--- src/rtl/mult_div_unit.sv ---
`default_nettype none
// ============================================================================
// Module   : mult_div_unit
// Brief    : Iterative 32-bit signed multiply / restoring divide, 32-cycle op.
// Revision : 1.0
// ============================================================================
module mult_div_unit (
    input  logic        clk,
    input  logic        reset,
    input  logic        start,
    input  logic        DivOrM,
    input  logic [31:0] a,
    input  logic [31:0] b,
    output logic [31:0] hi,
    output logic [31:0] lo,
    output logic        busy,
    output logic        done,
    output logic        DivZero
);

    localparam logic [5:0] c_LAST_ITER = 6'd31;

    typedef enum logic [1:0] {
        IDLE = 2'd0,
        CALC = 2'd1,
        DONE = 2'd2,
        ZERO = 2'd3
    } state_t;

    state_t      state_q;
    logic [5:0]  iter_q;
    logic        op_div_q;
    logic        neg_res_q;
    logic        neg_rem_q;
    logic [31:0] opnd_q;
    logic [63:0] acc_q;
    logic [31:0] hi_q;
    logic [31:0] lo_q;
    logic        busy_q;
    logic        done_q;
    logic        divzero_q;

    logic [31:0] abs_a_d;
    logic [31:0] abs_b_d;
    logic [32:0] add_sum_d;
    logic [32:0] rem_shift_d;
    logic [32:0] rem_sub_d;
    logic        rem_ge_d;
    logic [63:0] acc_d;
    logic [63:0] prod_d;
    logic [31:0] quo_d;
    logic [31:0] rem_d;
    logic [31:0] hi_d;
    logic [31:0] lo_d;

    // acc_q holds {partial product, multiplier} or {remainder, dividend/quotient};
    // both shift one bit per iteration so a single register serves either op.
    always_comb begin
        abs_a_d     = a[31] ? (~a + 32'd1) : a;
        abs_b_d     = b[31] ? (~b + 32'd1) : b;
        add_sum_d   = {1'b0, acc_q[63:32]} + (acc_q[0] ? {1'b0, opnd_q} : 33'd0);
        rem_shift_d = {acc_q[63:32], acc_q[31]};
        rem_sub_d   = rem_shift_d - {1'b0, opnd_q};
        rem_ge_d    = ~rem_sub_d[32];
        if (op_div_q) begin
            acc_d = {(rem_ge_d ? rem_sub_d[31:0] : rem_shift_d[31:0]),
                     acc_q[30:0], rem_ge_d};
        end else begin
            acc_d = {add_sum_d, acc_q[31:1]};
        end
        prod_d = neg_res_q ? (~acc_d + 64'd1) : acc_d;
        quo_d  = neg_res_q ? (~acc_d[31:0] + 32'd1) : acc_d[31:0];
        rem_d  = neg_rem_q ? (~acc_d[63:32] + 32'd1) : acc_d[63:32];
        hi_d   = op_div_q ? rem_d : prod_d[63:32];
        lo_d   = op_div_q ? quo_d : prod_d[31:0];
    end

    always_ff @(posedge clk) begin
        if (!reset) begin
            state_q   <= IDLE;
            iter_q    <= 6'd0;
            op_div_q  <= 1'b0;
            neg_res_q <= 1'b0;
            neg_rem_q <= 1'b0;
            opnd_q    <= 32'd0;
            acc_q     <= 64'd0;
            hi_q      <= 32'd0;
            lo_q      <= 32'd0;
            busy_q    <= 1'b0;
            done_q    <= 1'b0;
            divzero_q <= 1'b0;
        end else begin
            case (state_q)
                IDLE: begin
                    done_q    <= 1'b0;
                    divzero_q <= 1'b0;
                    if (start) begin
                        iter_q <= 6'd0;
                        busy_q <= 1'b1;
                        if (DivOrM && (b == 32'd0)) begin
                            state_q   <= ZERO;
                            divzero_q <= 1'b1;
                        end else begin
                            state_q   <= CALC;
                            op_div_q  <= DivOrM;
                            neg_res_q <= a[31] ^ b[31];
                            neg_rem_q <= a[31];
                            opnd_q    <= DivOrM ? abs_b_d : abs_a_d;
                            acc_q     <= {32'd0, (DivOrM ? abs_a_d : abs_b_d)};
                        end
                    end
                end
                CALC: begin
                    acc_q  <= acc_d;
                    iter_q <= iter_q + 6'd1;
                    if (iter_q == c_LAST_ITER) begin
                        hi_q    <= hi_d;
                        lo_q    <= lo_d;
                        done_q  <= 1'b1;
                        state_q <= DONE;
                    end
                end
                DONE: begin
                    done_q  <= 1'b0;
                    busy_q  <= 1'b0;
                    state_q <= IDLE;
                end
                ZERO: begin
                    divzero_q <= 1'b0;
                    busy_q    <= 1'b0;
                    state_q   <= IDLE;
                end
                default: begin
                    busy_q  <= 1'b0;
                    state_q <= IDLE;
                end
            endcase
        end
    end

    assign hi      = hi_q;
    assign lo      = lo_q;
    assign busy    = busy_q;
    assign done    = done_q;
    assign DivZero = divzero_q;

endmodule
`default_nettype wire

--- config.mk ---
export PLATFORM = sky130hd
export DESIGN_NAME = mult_div_unit
export DESIGN_NICKNAME = d
export VERILOG_FILES = /design/src/rtl/mult_div_unit.sv
export SDC_FILE = /design/constraint.sdc
export NUM_CORES = 1
export LEC_CHECK = 0
export BUFFER_PORTS_ARGS = -buffer_cell sky130_fd_sc_hd__clkbuf_2
export CAP_MARGIN = 0
export CORE_MARGIN = 2
export CORE_UTILIZATION = 50
export DETAILED_ROUTE_END_ITERATION = 6
export HOLD_SLACK_MARGIN = 0.05
export PLACE_DENSITY = 0.79
export SYNTH_ARGS = -nofsm -noshare
export SYNTH_HDL_FRONTEND = slang
export SYNTH_SLANG_ARGS = --single-unit
--- constraint.sdc ---
create_clock -name clk -period 15.5 [get_ports clk]
set_clock_uncertainty 0.2 [all_clocks]
set_input_delay 3.1 -clock clk [delete_from_list [all_inputs] [get_ports clk]]
set_output_delay 3.1 -clock clk [all_outputs]
set_load 0.005 [all_outputs]
# Word level (Yosys, flattened, before mapping)
# Index checks and enable logic that the tools add are counted.
# op_classes
n_mux,28
n_reduce_logical,16
addsub,8
eq_ne,7
bitwise,8
# op_table
op,n
two-way mux 32 bit,10
two-way mux 64 bit,4
adder 32 x 1 -> 32 bit (second input constant),4
NOT 32 bit,4
one-hot mux 64 bit (2 select lines),1
adder 64 x 1 -> 64 bit (second input constant),1
NOT 64 bit,1
adder 32 x 32 -> 33 bit,1
subtractor 33 x 32 -> 33 bit,1
logical NOT 32 bit,1
one-hot mux 6 bit (2 select lines),1
AND reduction 2 bit,5
nonzero test 2 bit,4
adder 6 x 1 -> 6 bit (second input constant),1
equality test 6 x 5 -> 1 bit (second input constant),1
two-way mux 2 bit,3
two-way mux 6 bit,1
inequality test 2 bit (second input constant),3
one-hot mux 1 bit (2 select lines),3
one-hot mux 2 bit (3 select lines),1
AND reduction 3 bit,2
equality test 2 bit (second input constant),2
two-way mux 1 bit,4
OR reduction 2 bit,2
5 further kinds,6
# word_totals
output_inout_bits,67
word_cells,79
reg_bits,174
inputBits,68

# Depth between registers and ports, before layout
# Gate-level depths: netlist of run 1.
# logic_depth
word_depth,7
mapped_depth,28
depth_no_buf,25

# Least setup slack after synthesis of run 1
# Ideal clock, no wire load.
# synth_timing
path_kind,input-to-reg
startpoint,input b[0]
endpoint,register acc_q[25]
path_buffers,3
arrival_time_ns,7.242
slack_ns,7.931
path_stages,17
required_ns,15.172
cell_sequence,inv_1 ha_1 or3b_1 or4_1 or3_1 or4_4 or4_1 or4_1 buf_2 or4b_4 nand3_2 and2_1 buf_2 buf_4 nor3_1 a221oi_1 nor2_1
# synth_via
elab_chain_cells,7
word_cells_on_any_way,11
classes_between,add/sub: 1; eq/ne: 1; mux: 5; bitwise: 1; reduce/logical: 3
# synth_rtl
element,line_no,source
from (decl),13,"input logic [31:0] b,"
NOT 32 bit,60,abs_b_d = b[31] ? (~b + 32'd1) : b;
adder 32 x 1 -> 32 bit,60,
two-way mux 32 bit,60,
two-way mux 32 bit,109,"acc_q <= {32'd0, (DivOrM ? abs_a_d : abs_b_d)};"
two-way mux 64 bit,100,if (DivOrM && (b == 32'd0)) begin
two-way mux 64 bit,97,if (start) begin
one-hot mux 64 bit (2 select lines),93,case (state_q)
to (signal assigned),109,
to (decl),36,logic [63:0] acc_q;
# Parallel ways exist; a longest one is shown, timed or not. The select of a mux whose other input is x is not followed.
# A chain may end at the register's enable or synchronous reset.

# Worst setup path in the final report of run 1
# layout_timing
startpoint,input b[0]
endpoint,register acc_q[57]
# layout_via
elab_chain_cells,4
# layout_rtl
element,line_no
logical NOT 32 bit,100
logical AND 1 bit,100
inequality test 2 bit (no line),-
AND reduction 3 bit (no line),-
# Every way passes these cells.

==> flow_summary.ini, run 1 <==
[die]
dieArea_um2 = 32160
dieHeight_um = 179.3
io_pins = 135
core_area_um2 = 30430
rows = 64
start_util_pct = 50.52
die_w_um = 179.3

[worst_setup_path]
cp-end-kind = flop
cp_cell_sequence = clkbuf_2 -> inv_1 -> ha_1 -> or3b_1 -> or4_1 -> or3_1 -> or4_4 -> or4_1 -> or4_1 -> or4b_4 -> nand3_2 -> and2_2 -> buf_4 -> nor2_1 -> buf_4 -> a22oi_1 -> nor2_1
cp_slowest_stage_delay_ps = 610
ff2ff_setup_slack_ps = 7760
crit_arrival_ps = 8890
critical_path_class = in2reg
slowest_stage = nand3_2
crit_path_frequent_cell = or4_1
start_kind = input port
cp.required_ps = 15590
path_max_fanout = 67

[sta]
hold_viol = 0
fin_tns_setup_ps = 0
max_freq_mhz = 113.6
rsz0062_at_grt = no
slew_violations = 0
worst-slew-pin-transition_ps = 1228
slew_headroom_pct = 18.04
min_period_ps = 8803
fin_crit_sh_pct = 56.80
setup_violations = 0

[power]
vdd_drop_max_mv = 0.07649
power.density_nw_per_um2 = 92.70
power_leakage_nw = 6.695

[clocking]
cts_tree = yes
cts_made_buffers = 17
hold_buffers = 0
clock_path_buffers = 2
postCtsSetupBuffers = 0
cts_resized = 0
insertion_delay_ps = 450
path_clk_slew_ps = 70
htreeDepth = 4
cts_sinks = 174
root_buffer = clkbuf_16

[synthesis]
synth_compound_area_share_pct = 28.59
synth_top_family_by_area = compound AO/OA/AOI/OAI gates
yosys_register_bits = 174
yosysSeqAreaShare_pct = 22.66
yosys_warnings = 0
synth_area_leaders = dfxtp_1, nand2_1, a21oi_1
synth_top_flop_cell = dfxtp_1
synth_area_um2 = 15370
synth_enable_flop_cells = 0
synthXorXnorAreaFrac_pct = 9.002
synth_top_area_share_pct = 22.66
ys_types = 81
yosysTopAreaCell = dfxtp_1
syn_nets = 2299
syn_area_per_cell_um2 = 7.130
postSynthCellCount = 2156
synth_fa_ha_area_share_pct = 6.202
synthArstFlopShare_pct = 0
synth-simple-area-share_pct = 25.20
muxShareOfSynthArea_pct = 3.288

[finish]
final_cell_area_um2 = 16800
final_nets = 2341
fillers = 2942
drive_gt1_share_pct = 10.95
area_delta_synth_final_pct = 9.263
multi_input_area_um2 = 11130
ff_latch_area_um2 = 3487

[global_routing]
grt_pass1_vias = 15800
antenna_found_initial = 0
grt_pass1_wl_um = 83880
grt_use_total_pct = 33.20
grt_max_degree = 90
overflow = 0

[drt]
vias_per_cell = 6.447
wirelength_um = 53020
first_iter_violations = 1845
ant_nets = 0
vias = 16820
routedWlPerCell_um = 20.32
dr.pass1.iters = 6
drc = 0

[job]
drv_cap = 0

[placed_design]
io_buffers = 134
place_hpwl_um = 40730
place_area_um2 = 16200
gp_congestion = 0.9737

[outcome]
status = completed

[min_path]
hold_path_class = reg2reg
cells by family after synthesis:
logic type      after synthesis
compound gates              679
xor+xnor                    158
fa+ha+maj                    75
buf+inv                     197
flops                       174
mux                          49
simple gates                824
synth_stat cells, drive strengths merged (15+ instances only):
library cell,instances
nor3,62
a31oi,31
nand2b,15
o211ai,47
nor2,220
and3,19
o21ai,142
a21o,25
dfxtp,174
or3,20
nand3,54
nand2,276
a211oi,45
xor2,73
o31ai,28
a22oi,24
xnor2,85
mux2i,37
and2,48
or2,15
inv,58
buf,24
nor2b,15
ha,73
clkbuf,113
a21oi,194
or4,15
nand4,22
final cells by class:
| cell class | instances | share of cell area [%] |
|---|---|---|
| clock buffers | 17 | 2.533 |
| inverters | 60 | 1.356 |
| flip-flops and latches | 174 | 20.76 |
| repair buffers | 160 | 5.155 |
| multi-input cells | 1785 | 66.24 |
| well taps | 396 | 2.950 |
| diodes | 2 | 0.02980 |
| clock inverters | 15 | 0.9759 |
layout by cell type, fill, tap and decap left out, types with 14 or more instances in the layout:
cell / count
a211oi_1: 45
a21o_1: 25
a21oi_1: 194
a22oi_1: 24
a31oi_1: 31
and2_1: 47
and3_1: 19
buf_4: 26
clkbuf_16: 17
clkbuf_2: 134
dfxtp_1: 173
ha_1: 73
inv_1: 57
mux2i_1: 37
nand2_1: 275
nand2b_1: 15
nand3_1: 53
nand4_1: 22
nor2_1: 218
nor2b_1: 15
nor3_1: 62
o211ai_1: 47
o21ai_0: 140
o31ai_1: 28
or2_2: 15
or3_1: 20
or4_1: 14
xnor2_1: 85
xor2_1: 73
metrics by stage:
| stage | setup slack [ps] | util (%) | total power, mW | hold slack (ps) | instances |
|---|---|---|---|---|---|
| floorplan | 7931 | - | 0.9372 | 240.3 | 2156 |
| global placement | 6495 | 53.24 | 1.098 | 239.4 | 2575 |
| detailed placement | 6329 | 53.24 | 1.110 | 244.8 | 2575 |
| CTS | 6737 | 55.18 | 1.538 | 254.9 | 2607 |
| global route | 6492 | 55.18 | 1.632 | 272.5 | 2607 |
| finish | 6697 | 55.20 | 1.557 | 253.4 | 2609 |
per-layer routing:
| layer | routed length (um) | global-route usage (%) | up-vias |
|---|---|---|---|
| met3 | 3451 | 4.367 | 211 |
| met2 | 24910 | 55.83 | 786 |
| met4 | 3677 | 21.07 | 0 |
| li1 | - | - | 7944 |
| met1 | 20980 | 40.02 | 7879 |
| met5 | 0 | 0 | - |
critical path: cells and delay by family:
family,cells,cell delay [ps]
AO/OA/AOI/OAI,1,200
adder cells (fa/ha/maj),1,160
buffers and inverters,4,1010
AND/OR/NAND/NOR,11,4360
power by group:
part | internal (mW) | switching, mW | total, mW
combinational | 0.208 | 0.398 | 0.606
sequential | 0.474 | 0.0438 | 0.518
clock | 0.216 | 0.217 | 0.433
state kept, by name (all words and copies together) (netlist names):
register / flops
DivZero: 1
acc_q: 64
busy: 1
done: 1
hi: 32
iter_q: 6
lo: 32
neg_rem_q: 1
neg_res_q: 1
op_div_q: 1
opnd_q: 32
state_q: 2
final timing paths:
kind	startpoint	endpoint	depth (start not counted)
setup reg to reg	opnd_q[0]	hi[28]	23
hold / removal	lo[15]	lo[15]	2
setup / recovery	b[0]	acc_q[57]	17
hold reg to reg	lo[15]	lo[15]	2
No activity file was read; power rests on OpenSTA's default activity.
==> run 2: changes to the inputs <==
--- a/config.mk
+++ b/config.mk
@@ -5,13 +5,14 @@
 export SDC_FILE = /design/constraint.sdc
 export NUM_CORES = 1
 export LEC_CHECK = 0
+export ABC_AREA = 1
 export BUFFER_PORTS_ARGS = -buffer_cell sky130_fd_sc_hd__clkbuf_2
 export CAP_MARGIN = 0
 export CORE_MARGIN = 2
 export CORE_UTILIZATION = 50
 export DETAILED_ROUTE_END_ITERATION = 6
 export HOLD_SLACK_MARGIN = 0.05
-export PLACE_DENSITY = 0.79
+export PLACE_DENSITY = 0.81
 export SYNTH_ARGS = -nofsm -noshare
 export SYNTH_HDL_FRONTEND = slang
 export SYNTH_SLANG_ARGS = --single-unit
==> constraint.sdc (replaced) <==
create_clock -name clk -period 7.42 [get_ports clk]
set_clock_uncertainty 0.2 [all_clocks]
set_input_delay 1.484 -clock clk [delete_from_list [all_inputs] [get_ports clk]]
set_output_delay 1.484 -clock clk [all_outputs]
set_load 0.005 [all_outputs]
==> flow_summary.ini, run 2 <==
[die]
start_util_pct = 50.95
dieArea_um2 = 34710
io_pins = 135
rows = 66
die_w_um = 186.3
dieHeight_um = 186.3
core_area_um2 = 32620

[drt]
dr.pass1.iters = 6
drc = 0
first_iter_violations = 2126
wirelength_um = 65060
vias = 19630
ant_nets = 0
routedWlPerCell_um = 18.96
vias_per_cell = 5.721

[global_routing]
overflow = 0
grt_max_degree = 105
grt_pass1_vias = 18570
grt_pass1_wl_um = 101700
grt_use_total_pct = 36.90
antenna_found_initial = 1

[sta]
slew_violations = 0
fin_crit_sh_pct = 72.12
rsz0062_at_grt = no
hold_viol = 0
slew_headroom_pct = 34.93
setup_violations = 0
max_freq_mhz = 186.9
min_period_ps = 5351
worst-slew-pin-transition_ps = 965.8
fin_tns_setup_ps = 0

[finish]
final_cell_mix = nand2_1, inv_1, nor2_1
fillers = 3405
final_cell_area_um2 = 18100
post-route-util_pct = 55.50
drive_gt1_share_pct = 7.831
final_nets = 3119
area_delta_synth_final_pct = 8.921
top_register = acc_q
largest_reg_flops = 64
final_common_cell = nand2_1

[clocking]
postCtsSetupBuffers = 0
clock_path_buffers = 2
cts_tree = yes
cts_made_buffers = 17
root_buffer = clkbuf_16
htreeDepth = 4
hold_buffers = 0
insertion_delay_ps = 450
path_clk_slew_ps = 80
cts_resized = 0
cts_sinks = 174

[synthesis]
yosysTopAreaCell = dfxtp_1
ys_types = 58
yosys_warnings = 0
synth_top_area_share_pct = 20.96
synth_area_leaders = dfxtp_1, nand2_1, inv_1
syn_nets = 3058
syn_area_per_cell_um2 = 5.701
postSynthCellCount = 2915
yosysSeqAreaShare_pct = 20.96
synth_area_um2 = 16620
synthMostInstantiatedCell = nand2_1
synth_top_flop_cell = dfxtp_1
synth_enable_flop_cells = 0
yosys_register_bits = 174
synthTopCellsByCount = nand2_1, inv_1, nor2_1
synthArstFlopShare_pct = 0

[worst_setup_path]
slowest_stage = fa_1
r2r_cells = 33
path_max_fanout = 12
critical_path_class = reg2reg
crit_arrival_ps = 5500
cp.required_ps = 7570
cp_slowest_stage_delay_ps = 410
cp-end-kind = flop
start_kind = flop
crit_path_frequent_cell = nand2_1

[outcome]
status = completed

[placed_design]
place_hpwl_um = 51950
place_area_um2 = 17510
io_buffers = 134
gp_congestion = 1.058

[min_path]
hold_path_class = reg2reg
worstHoldPathCells = 2

[job]
drv_cap = 0

[power]
power.density_nw_per_um2 = 288.1
vdd_drop_max_mv = 0.2105
power_leakage_nw = 9.189
finalPower_mw = 5.215
==> run 2: cell count changes after synthesis, sizes merged, moves of 23 or more <==
| cell | change |
|---|---|
| a211oi | -40 |
| and2 | -47 |
| clkbuf | -32 |
| inv | +335 |
| mux2i | -33 |
| nand2 | +620 |
| nand3 | +132 |
| nor2 | +120 |
| o211ai | -32 |
| o21ai | +74 |
| o31ai | -23 |
| xnor2 | -52 |
==> run 2: through the flow <==
step	instances	hold slack (ps)	setup slack, ps
after floorplan	2915	245.3	3356
after global placement	3399	254.0	2116
after global routing	3430	293.3	1534
after CTS	3430	275.0	2172
after detailed placement	3399	264.4	2022
final	3431	273.4	2069
==> run 2: power breakdown <==
part,switching [mW],internal (mW)
combinational,2.22,0.869
sequential,0.127,1.04
clock,0.471,0.489
==> run 2: cell type report <==
class	count	area, um2	area share, %
Multi-Input combinational cell	2241	11220	62.01
Sequential cell	174	3487	19.26
Tap cell	442	553.0	3.055
Antenna cell	1	2.502	0.01382
Inverter	396	1486	8.211
Timing Repair Buffer	146	760.7	4.202
Clock buffer	19	442.9	2.447
Clock inverter	12	145.1	0.8018
==> run 2: layer usage <==
metal	global-route usage, %	wire [um]
met5	0	18
met3	5.247	4880
met1	46.10	26630
met2	61.55	29610
met4	19.72	3927
==> run 2: path summary, 6_finish.rpt <==
path,from,to,slack (ps)
worst min-delay path,acc_q[3],acc_q[3],270
worst max-delay path,acc_q[31],hi[4],2070
worst min register to register,acc_q[3],acc_q[3],270
worst max register to register,acc_q[31],hi[4],2070
==> run 2: logic make-up after synthesis <==
group | share of synthesized area (%)
flops | 20.96
fa+ha+maj | 5.737
mux | 0.2409
buf+inv | 11.64
xor+xnor | 4.954
compound gates | 18.70
simple gates | 37.77
==> run 2: worst max-delay path, delay by kind of cell, from the launching register on <==
| kind | cells | cell delay, ps |
|---|---|---|
| buffers and inverters | 5 | 430 |
| adders and majority gates | 3 | 760 |
| xor gates and xnor gates | 1 | 100 |
| AOI/OAI and AO/OA | 1 | 290 |
| DFF | 1 | 310 |
| and+or+nand+nor | 23 | 3160 |
==> run 3: changes to the inputs <==
--- a/config.mk
+++ b/config.mk
@@ -12,7 +12,7 @@
 export CORE_UTILIZATION = 50
 export DETAILED_ROUTE_END_ITERATION = 6
 export HOLD_SLACK_MARGIN = 0.05
-export PLACE_DENSITY = 0.81
+export PLACE_DENSITY = 0.78
 export SYNTH_ARGS = -nofsm -noshare
 export SYNTH_HDL_FRONTEND = slang
 export SYNTH_SLANG_ARGS = --single-unit
==> constraint.sdc (replaced) <==
create_clock -name clk -period 5 [get_ports clk]
set_clock_uncertainty 0.2 [all_clocks]
set_input_delay 1 -clock clk [delete_from_list [all_inputs] [get_ports clk]]
set_output_delay 1 -clock clk [all_outputs]
set_load 0.005 [all_outputs]
==> flow_summary.ini, run 3 (synthesized netlist as in run 2, its figures left out) <==
[finish]
multi_input_area_um2 = 11310
post-route-util_pct = 57.00
area_delta_synth_final_pct = 11.86
final_cell_mix = nand2_1, inv_1, nor2_1
top_register = acc_q
ff_latch_area_um2 = 3487
final_nets = 3171
final_cell_area_um2 = 18590
drive_gt1_share_pct = 9.865
fillers = 3390
n_antenna_cell = 0
largest_reg_flops = 64
final_common_cell = nand2_1

[drt]
first_iter_violations = 2130
wirelength_um = 67530
ant_nets = 0
vias_per_cell = 5.691
dr.pass1.iters = 5
drc = 0
vias = 19820
routedWlPerCell_um = 19.39

[worst_setup_path]
r2r_end = hi[22]
crit_arrival_ps = 4880
cp_slowest_stage_delay_ps = 370
start_kind = flop
crit_path_frequent_cell = nor2_2
slowest_stage = ha_1
cp.required_ps = 5150
critical_path_class = reg2reg
ff2ff_setup_slack_ps = 270
r2r_cells = 30
path_max_fanout = 5
cp-end-kind = flop
rr_startpoint = opnd_q[27]

[power]
power.internal_mw = 3.643
vdd_drop_max_mv = 0.3353
p_sw_share_pct = 54.05
power_leakage_nw = 9.472
p_seq_share_pct = 21.7
switchingPower_mw = 4.285
power.share.clock_pct = 17.8
comb_power_share_pct = 60.5
power.density_nw_per_um2 = 426.4
finalPower_mw = 7.928

[clocking]
clock_path_buffers = 2
path_clk_slew_ps = 80
cts_sinks = 174
cts_made_buffers = 17
root_buffer = clkbuf_16
insertion_delay_ps = 460
cts_tree = yes
htreeDepth = 4

[placed_design]
place_area_um2 = 17880
place_hpwl_um = 54140
io_buffers = 134
gp_congestion = 1.007
place_ws_ps = 219.8

[global_routing]
grt_pass1_vias = 18510
antenna_found_initial = 1
overflow = 0
grt_pass1_wl_um = 103700
grt_use_total_pct = 37.88
grt_max_degree = 120

[sta]
slew_headroom_pct = 28.39
slew_violations = 0
worst-slew-pin-transition_ps = 1074
hold_viol = 0
max_freq_mhz = 211.4
setup_violations = 0
fin_crit_sh_pct = 94.59
setup_ws_ps = 270.7
min_period_ps = 4729

[job]
drv_cap = 0

[die]
io_pins = 135
start_util_pct = 50.95
dieArea_um2 = 34710
dieHeight_um = 186.3
die_w_um = 186.3
rows = 66
core_area_um2 = 32620

[min_path]
hold_path_class = reg2reg
min_to = acc_q[10]
min_from = acc_q[10]
worstHoldPathCells = 2

[outcome]
status = completed
[run 3: cell count changes in the layout (fill, tap and decap cells not counted), sizes merged]
cell / change
diode: -1
inv: -1
clkinv: +2
buf: +52
[run 3: power groups by stage]
stage	Combinational, mW	Sequential [mW]	Clock (mW)
final	4.79	1.72	1.41
after global routing	5.25	1.74	1.47
after CTS	4.59	1.71	1.42
after detailed placement	4.57	1.75	0
after global placement	4.55	1.73	0
after floorplan	3.27	1.66	0
[run 3: what timing repair did]
item / in CTS / in global routing
hold buffers: 0 / 0
gates resized for setup: 0 / 20
endpoints found under the setup margin: 0 / 13
setup buffers: 0 / 5
[run 3: worst max-delay path by stage]
stage,from,endpoint,slack [ps],cells past startpoint
final,opnd_q[27],hi[22],270,30
after global routing,acc_q[31],hi[18],-40,33
after CTS,acc_q[31],hi[22],190,33
after detailed placement,acc_q[31],hi[22],220,33
after global placement,acc_q[31],hi[18],370,33
after floorplan,acc_q[31],hi[18],940,33
[run 3: layout make-up]
type                       count  share of cell area (%)
multi-input combinational   2241                   60.82
tap                          442                   2.975
clock inverter                13                  0.8143
timing repair buffer         198                   6.259
inverter                     396                   7.995
sequential                   174                   18.76
clock buffer                  19                   2.382
[run 3: metrics by stage]
| step | hold slack (ps) | std cells | setup TNS [ps] |
|---|---|---|---|
| 4_1_cts | 284.6 | 3478 | 0 |
| 5_1_grt | 304.5 | 3483 | -98.75 |
| 2_1_floorplan | 245.3 | 2915 | 0 |
| 3_5_place_dp | 273.1 | 3446 | 0 |
| 3_3_place_gp | 256.2 | 3446 | 0 |
| 6_report | 284.9 | 3483 | 0 |
[run 3: metal layers]
layer  track usage [%]  wire [um]  vias to the layer above
li1                  -          -                     9651
met1             48.83      27860                     9000
met2             61.81      30310                      995
met3             4.890       5435                      173
met4             20.06       3908                        2
met5                 0         13                        -
[run 3: worst max-delay path: cells and delay by family, from the launching register on]
kind                       cells  cell delay [ps]
and+or+nand+nor               23             2940
buffers and inverters          3              270
adders and majority gates      2              540
AOI/OAI and AO/OA              2              300
DFF                            1              350
